[config.mk]
export PLATFORM = sky130hd
export DESIGN_NAME = lsu_bus_if
export DESIGN_NICKNAME = d
export VERILOG_FILES = /design/src/rtl/lsu_bus_if.sv
export SDC_FILE = /design/constraint.sdc
export NUM_CORES = 1
export LEC_CHECK = 0
export BUFFER_PORTS_ARGS = -buffer_cell sky130_fd_sc_hd__buf_2
export CORE_UTILIZATION = 40
export DETAILED_ROUTE_END_ITERATION = 16
export PLACE_DENSITY = 0.69
export RECOVER_POWER = 100
export SYNTH_ARGS = -nofsm -noshare
export SYNTH_HDL_FRONTEND = slang
export SYNTH_SLANG_ARGS = --single-unit
[constraint.sdc]
create_clock -name clk -period 2 [get_ports clk]
set_input_delay 0.1 -clock clk [delete_from_list [all_inputs] [get_ports clk]]
set_output_delay 0.1 -clock clk [all_outputs]
set_load 0.01 [all_outputs]
[src/rtl/lsu_bus_if.sv]
// Load/store bus interface: MEM-stage access -> req/gnt/rvalid handshake with data memory.
// Latency: req 1 cycle after issue; ld_valid 1 cycle after rvalid; store done 1 cycle after gnt.
// Backpressure: stall held while the access is outstanding; bus_* held stable until bus_gnt.
module lsu_bus_if #(
    parameter int WIDTH   = 32,
    parameter int TIMEOUT = 255
) (
    input  logic             clk,
    input  logic             rst_n,
    input  logic             mem_read,
    input  logic             mem_write,
    input  logic [2:0]       funct3,
    input  logic [WIDTH-1:0] addr,
    input  logic [WIDTH-1:0] wdata,
    output logic             bus_req,
    output logic             bus_we,
    output logic [WIDTH-1:0] bus_addr,
    output logic [3:0]       bus_be,
    output logic [WIDTH-1:0] bus_wdata,
    input  logic             bus_gnt,
    input  logic             bus_rvalid,
    input  logic [WIDTH-1:0] bus_rdata,
    output logic             stall,
    output logic             ld_valid,
    output logic [WIDTH-1:0] ld_word,
    output logic [2:0]       ld_funct3,
    output logic [1:0]       ld_offset,
    output logic             misalign,
    output logic             bus_err
);

    typedef enum logic [1:0] {S_IDLE, S_REQ, S_WAIT, S_DONE} state_t;

    localparam int CW = (TIMEOUT > 255) ? $clog2(TIMEOUT + 1) : 8;
    localparam logic [CW-1:0] TO_LAST = CW'(TIMEOUT - 1);

    state_t           state_q, state_d;
    logic [CW-1:0]    cnt_q, cnt_d;
    logic             we_q;
    logic [WIDTH-1:0] addr_q, wdata_q;
    logic [3:0]       be_q;
    logic [2:0]       f3_q;
    logic [1:0]       off_q;
    logic [WIDTH-1:0] ld_word_q;
    logic [2:0]       ld_funct3_q;
    logic [1:0]       ld_offset_q;
    logic             bus_err_q;

    logic             access, start, timeout, ld_done;
    logic [1:0]       off;
    logic [3:0]       be_new;
    logic [WIDTH-1:0] wdata_new;

    assign access = mem_read | mem_write;
    assign off    = addr[1:0];

    always_comb begin
        misalign = 1'b0;
        if (state_q == S_IDLE && access) begin
            misalign = (funct3[1:0] == 2'b11)
                     | ((funct3[1:0] == 2'b01) & off[0])
                     | ((funct3[1:0] == 2'b10) & (off != 2'b00))
                     | (mem_write & funct3[2]);
        end
    end

    assign start = (state_q == S_IDLE) & access & ~misalign;
    assign stall = start | (state_q == S_REQ) | (state_q == S_WAIT);

    always_comb begin
        be_new    = 4'b1111;
        wdata_new = wdata;
        case (funct3[1:0])
            2'b00: begin
                wdata_new = {4{wdata[7:0]}};
                if (mem_write) be_new = 4'b0001 << off;
            end
            2'b01: begin
                wdata_new = {2{wdata[15:0]}};
                if (mem_write) be_new = off[1] ? 4'b1100 : 4'b0011;
            end
            default: begin
                wdata_new = wdata;
                be_new    = 4'b1111;
            end
        endcase
    end

    always_comb begin
        state_d = state_q;
        cnt_d   = cnt_q;
        timeout = 1'b0;
        case (state_q)
            S_IDLE: if (start) state_d = S_REQ;
            S_REQ: begin
                cnt_d = '0;
                if (bus_gnt) state_d = we_q ? S_DONE : S_WAIT;
            end
            S_WAIT: begin
                if (bus_rvalid) begin
                    state_d = S_DONE;
                end else if (TIMEOUT != 0 && cnt_q == TO_LAST) begin
                    timeout = 1'b1;
                    state_d = S_DONE;
                end else if (cnt_q != '1) begin
                    cnt_d = cnt_q + 1'b1;
                end
            end
            default: state_d = S_IDLE;
        endcase
    end

    assign ld_done = (state_q == S_WAIT) & (bus_rvalid | timeout);

    always_ff @(posedge clk or negedge rst_n) begin
        if (!rst_n) begin
            state_q     <= S_IDLE;
            cnt_q       <= '0;
            we_q        <= 1'b0;
            addr_q      <= '0;
            wdata_q     <= '0;
            be_q        <= '0;
            f3_q        <= '0;
            off_q       <= '0;
            ld_word_q   <= '0;
            ld_funct3_q <= '0;
            ld_offset_q <= '0;
            bus_err_q   <= 1'b0;
        end else begin
            state_q   <= state_d;
            cnt_q     <= cnt_d;
            bus_err_q <= timeout;
            if (start) begin
                we_q    <= mem_write;
                addr_q  <= {addr[WIDTH-1:2], 2'b00};
                wdata_q <= wdata_new;
                be_q    <= be_new;
                f3_q    <= funct3;
                off_q   <= off;
            end
            // A timed-out load still completes, but with a zero word so nothing stale leaks downstream.
            if (ld_done) begin
                ld_word_q   <= bus_rvalid ? bus_rdata : '0;
                ld_funct3_q <= f3_q;
                ld_offset_q <= off_q;
            end
        end
    end

    assign bus_req   = (state_q == S_REQ);
    assign bus_we    = we_q;
    assign bus_addr  = addr_q;
    assign bus_be    = be_q;
    assign bus_wdata = wdata_q;
    assign ld_valid  = (state_q == S_DONE) & ~we_q;
    assign ld_word   = ld_word_q;
    assign ld_funct3 = ld_funct3_q;
    assign ld_offset = ld_offset_q;
    assign bus_err   = bus_err_q;

endmodule
# After elaboration in Yosys (flattened, before gate mapping)
# Index checks and enable logic that the tools add are counted.
[op_classes] add_sub_neg=1 n_eq_ne=14 n_shift=1 muxes=20 bitwise=16 n_reduce_logical=7
[ops] op="32-bit case mux with 2 select lines" n=1
[ops] op="32-bit two-way mux" n=1
[ops] op="8-bit two-way mux" n=3
[ops] op="8-bit case mux with 2 select lines" n=1
[ops] op="4-bit two-way mux" n=3
[ops] op="8-bit by 1-bit adder with 8-bit output, second input constant" n=1
[ops] op="2-bit equality test, second input constant" n=4
[ops] op="8-bit equality test, second input constant" n=1
[ops] op="2-bit two-way mux" n=4
[ops] op="8-bit != test, second input constant" n=1
[ops] op="4-bit case mux with 2 select lines" n=1
[ops] op="1-bit AND" n=7
[ops] op="1-bit OR" n=7
[ops] op="2-bit != test, second input constant" n=3
[ops] op="2-bit case mux with 3 select lines" n=1
[ops] op="1-bit two-way mux" n=5
[ops] op="2-bit by 1-bit equality test with 1-bit output, second input constant" n=2
[ops] op="2-bit zero test" n=2
[ops] op="2-bit by 1-bit != test with 1-bit output, second input constant" n=2
[ops] op="4-bit AND reduction" n=1
[ops] op="2-bit nonzero test" n=2
[ops] op="1-bit by 2-bit left shift with 4-bit output, first input constant" n=1
[ops] op="3-bit by 2-bit != test with 1-bit output, second input constant" n=1
[ops] op="3-bit AND reduction" n=1
[ops] op="2 further kinds" n=3
[totals] ff_bits=120 in_bits=105 out_inout_bits=111 elab_cells=71

# Longest topological paths before layout
[logic_depth] ltp_word=10 ltp_mapped=8 depth_no_buf=6

# Least setup slack after synthesis
# OpenSTA, ideal clock, no wires.
[synth_timing] path_kind="flip-flop to flip-flop" start="register state_q[0]" end="register addr_q[10], in the netlist bus_addr[10]" setup_ps=125 t_arrival_ps=1627 required_ps=1875 path_slack_ps=248 stages_incl_launch_ff=8 n_path_buf=2 synth_period_minus_slack_ps=1752 cell_sequence="dfrtp_1 -> inv_1 -> ha_1 -> o21a_1 -> o211ai_1 -> buf_4 -> buf_4 -> mux2_2"
[synth_between] elab_chain_len=5 word_cells_on_any_way=6 cone_classes="mux (1); bitwise (3); reduce/logical (2)"
[synth_lines] item="from (decl)" line="37" source="state_t state_q, state_d;"
[synth_lines] item="from (signal assigned)" line="130" source="state_q <= state_d;"
[synth_lines] item="2-bit zero test (*)" line="59, 67"
[synth_lines] item="1-bit logical AND" line="59" source="if (state_q == S_IDLE && access) begin"
[synth_lines] item="1-bit two-way mux" line="59"
[synth_lines] item="1-bit NOT" line="67" source="assign start = (state_q == S_IDLE) & access & ~misalign;"
[synth_lines] item="1-bit AND (*)" line="67"
[synth_lines] item="to (signal assigned)" line="135" source="addr_q <= {addr[WIDTH-1:2], 2'b00};"
[synth_lines] item="to (decl)" line="40" source="logic [WIDTH-1:0] addr_q, wdata_q;"
# Every way passes the cells marked *; elsewhere a longest branch is shown, timed or not.
# A chain may end at the register's enable or synchronous reset.

# Final worst setup path
[layout_timing] start="register state_q[1]" end="register addr_q[2], in the netlist bus_addr[2]"
# The elaborated chain is that of the path after synthesis.

==> flow_summary.toml <==
[hold_path]
min_path_type = "in -> reg"
hold_depth = 3
hold_start = "wdata[18]"
holdPathEnd = "bus_wdata[18]$_DFFE_PN0P_"

[critical_path]
r2r_cells = 8
r2r_end = "bus_addr[2]$_DFFE_PN0P_"
r2r_slack_ns = 0.06
critPathCaptureType = "flip-flop"
path_class = "reg -> reg"
cp_max_fo = 15
critical_path_arrival_ns = 2.23
cp-start-kind = "flip-flop"
required_ns = 2.28
r2r-start = "state_q[1]$_DFFE_PN0P_"

[floorplan]
coreArea_um2 = 12210
dieArea_um2 = 13150
io_pins = 216
die_x_um = 114.7
die_h_um = 114.7
floorplan.initialDensity = 0.4158
fp-row-count = 40

[placed_design]
place.detailed.hpwl_um = 9282
place_inst = 784
place_area_um2 = 6404
port_buffers = 213
gp_congestion = 0.8258
preCtsSetupSlack_ns = 0.03286

[global_route]
track_usage = 0.2278
grt_pass1_wl_um = 22530
antenna_found_initial = 0
first_global_vias = 4688
grt_overflow = 0
grt_max_degree = 54

[detailed_routing]
vias = 4578
met1_length_um = 5905
drc = 0
wl_met2_um = 7553
drt_first_pass_iters = 6
viasPerCell = 4.987
routed-wl-met3_um = 1007
ant_nets = 0
wl_per_cell_um = 16.09
drt_iter0_drc = 170
top_layer = "met4"
wl_um = 14780

[sta]
hold_violations = 0
final.period_utilization = 0.9710
max_freq_mhz = 514.9
finalCriticalPeriod_ns = 1.942
drv_slew = 0
setup-tns-final_ns = 0
fin_worst_skew_ns = 0.005394
setup_viol = 0
relSlewSlack = 0.3143
worst_pin_slew_ns = 1.029
fin_ws_ns = 0.05806

[synthesis]
ys_seq_elements = 120
synth_top_area_cell = "dfrtp_1"
synth_async_sr_flop_share = 1.000
synthTopCellsByArea = "dfrtp_1, mux2_2, a22o_1, mux2i_1, o21ai_0"
synth.distinct_cells = 39
synth_ff_type = "dfrtp_1"
synth_top_area_share = 0.5914
syn_area_per_cell_um2 = 12.35
syn_area_um2 = 5077
seq_area_frac_synth = 0.5914
synth_warnings = 0
synth_edf_count = 0
synth_cells = 411

[power]
powerDensity_nw_per_um2 = 1430
vdd_drop_max_uv = 750.3
power.internal_mw = 7.567
clkPwrFrac = 0.282
p_comb_frac = 0.345
pwr-share-seq = 0.373
p_sw_frac = 0.3315
total_leakage_power_nw = 3.680
switching_power_mw = 3.753

[clock_network]
cts_buffers = 17
ctsLongestPathBuffers = 2
cts_sinks = 120
htree_levels = 4
cts_tree = "built"
clkTransAtPathRegs_ns = 0.05
clkLatencyLatePin_ns = 0.41
cts_root_buf = "clkbuf_16"

[finish]
nets = 847
area_growth_pct = 55.89
drive_gt1_frac = 0.2914
fin_area_um2 = 7915
final_cell_count_no_fill = 918
fin_util = 0.6482

[flow_run]
drv_cap = 0

[outcome]
outcome = "complete, no violations"
layer usage:
metal  up-vias  GRT usage
li1       2128          -
met1      2211     0.2416
met2       214     0.4077
met3        25    0.06882
met4         0     0.1177
met5         -          0
worst max path at each step:
stage / slack, ns / end / from
floorplan: 0.25 / bus_addr[10]$_DFFE_PN0P_ / state_q[0]$_DFFE_PN0P_
global placement: 0.18 / bus_addr[26]$_DFFE_PN0P_ / state_q[1]$_DFFE_PN0P_
detailed placement: 0.03 / state_q[1]$_DFFE_PN0P_ / state_q[1]$_DFFE_PN0P_
CTS: 0.004 / stall / state_q[1]$_DFFE_PN0P_
global route: -0.02 / state_q[1]$_DFFE_PN0P_ / state_q[1]$_DFFE_PN0P_
finish: 0.06 / bus_addr[2]$_DFFE_PN0P_ / state_q[1]$_DFFE_PN0P_
critical path: stages (launching register included):
cell,delay (ns)
dfrtp_2,0.39
inv_1,0.07
ha_2,0.19
o21a_1,0.11
o211ai_1,0.17
clkbuf_16,0.23
buf_4,0.14
buf_12,0.15
mux2_2,0.35
synthesized netlist by cell type (2+ instances only):
library cell  number
a211oi_1           2
a21oi_1           18
a22o_1            32
a31oi_1            2
and2_1             3
buf_2             11
buf_4              6
clkbuf_1           9
dfrtp_1          120
ha_1               7
inv_1             10
mux2_2            49
mux2i_1           24
nand2_1           37
nand2b_1           3
nand3_1            4
nor2_1            12
nor2b_1            3
o211ai_1           4
o21ai_0           33
o22ai_1            2
o31ai_1            2
or4_1              2
placed cells by master, fill, tap and decap left out, drive strengths merged, types with 2 or more instances in the layout:
master / count
or4: 2
mux2i: 24
o211ai: 4
a211oi: 2
dlygate4sd3: 89
bufinv: 4
nor2b: 3
buf: 129
o31ai: 2
and2: 3
a21oi: 18
diode: 2
inv: 10
clkinv: 3
nor2: 13
clkbuf: 136
nand2: 37
conb: 2
mux2: 49
a22o: 32
o22ai: 2
nand3: 5
dfrtp: 120
nand2b: 3
o21ai: 34
ha: 7
a31oi: 2
flip-flops by register name, summed over array words and instances, names as in the netlist:
| register | count |
|---|---|
| bus_wdata | 32 |
| ld_word | 32 |
| bus_addr | 30 |
| cnt_q | 8 |
| bus_be | 4 |
| f3_q | 3 |
| ld_funct3 | 3 |
| ld_offset | 2 |
| off_q | 2 |
| state_q | 2 |
| bus_err | 1 |
| bus_we | 1 |
timing repair:
action	CTS	global route
endpoints found under the setup margin	0	22
setup buffers	0	9
hold buffers	89	0
gates resized for setup	0	5
hold endpoints to repair	125	0
cell families after synthesis:
logic type | synth area share
mux | 0.1560
compound gates | 0.1326
other cells | 0.0007386
buf+inv | 0.03376
simple gates | 0.06826
fa+ha+maj | 0.01725
flops | 0.5914
power groups by stage:
stage | registers (mW) | logic (mW) | clock network [mW]
after floorplan | 4.62 | 1.66 | 0
after global placement | 4.12 | 3.77 | 0
after global routing | 4.35 | 4.30 | 3.39
after CTS | 4.16 | 4.03 | 3.27
final | 4.23 | 3.91 | 3.19
after detailed placement | 4.18 | 3.88 | 0
per-stage QoR:
step | hold WS, ns | power [mW]
2_1_floorplan | -0.1956 | 6.285
3_3_place_gp | 0.1122 | 7.893
3_5_place_dp | 0.1122 | 8.056
4_1_cts | 0.001690 | 11.45
5_1_grt | 0.03037 | 12.03
6_report | 0.01589 | 11.32
area by class of cell:
| type | count | area, um^2 |
|---|---|---|
| Antenna cell | 2 | 5.005 |
| Clock buffer | 24 | 481.7 |
| Clock inverter | 8 | 142.6 |
| Fill cell | 1002 | 4297 |
| Inverter | 10 | 37.54 |
| Multi-Input combinational cell | 256 | 1912 |
| Sequential cell | 120 | 3004 |
| Tap cell | 168 | 210.2 |
| Timing Repair Buffer | 330 | 2122 |
Power figures use the tool's default switching activity.
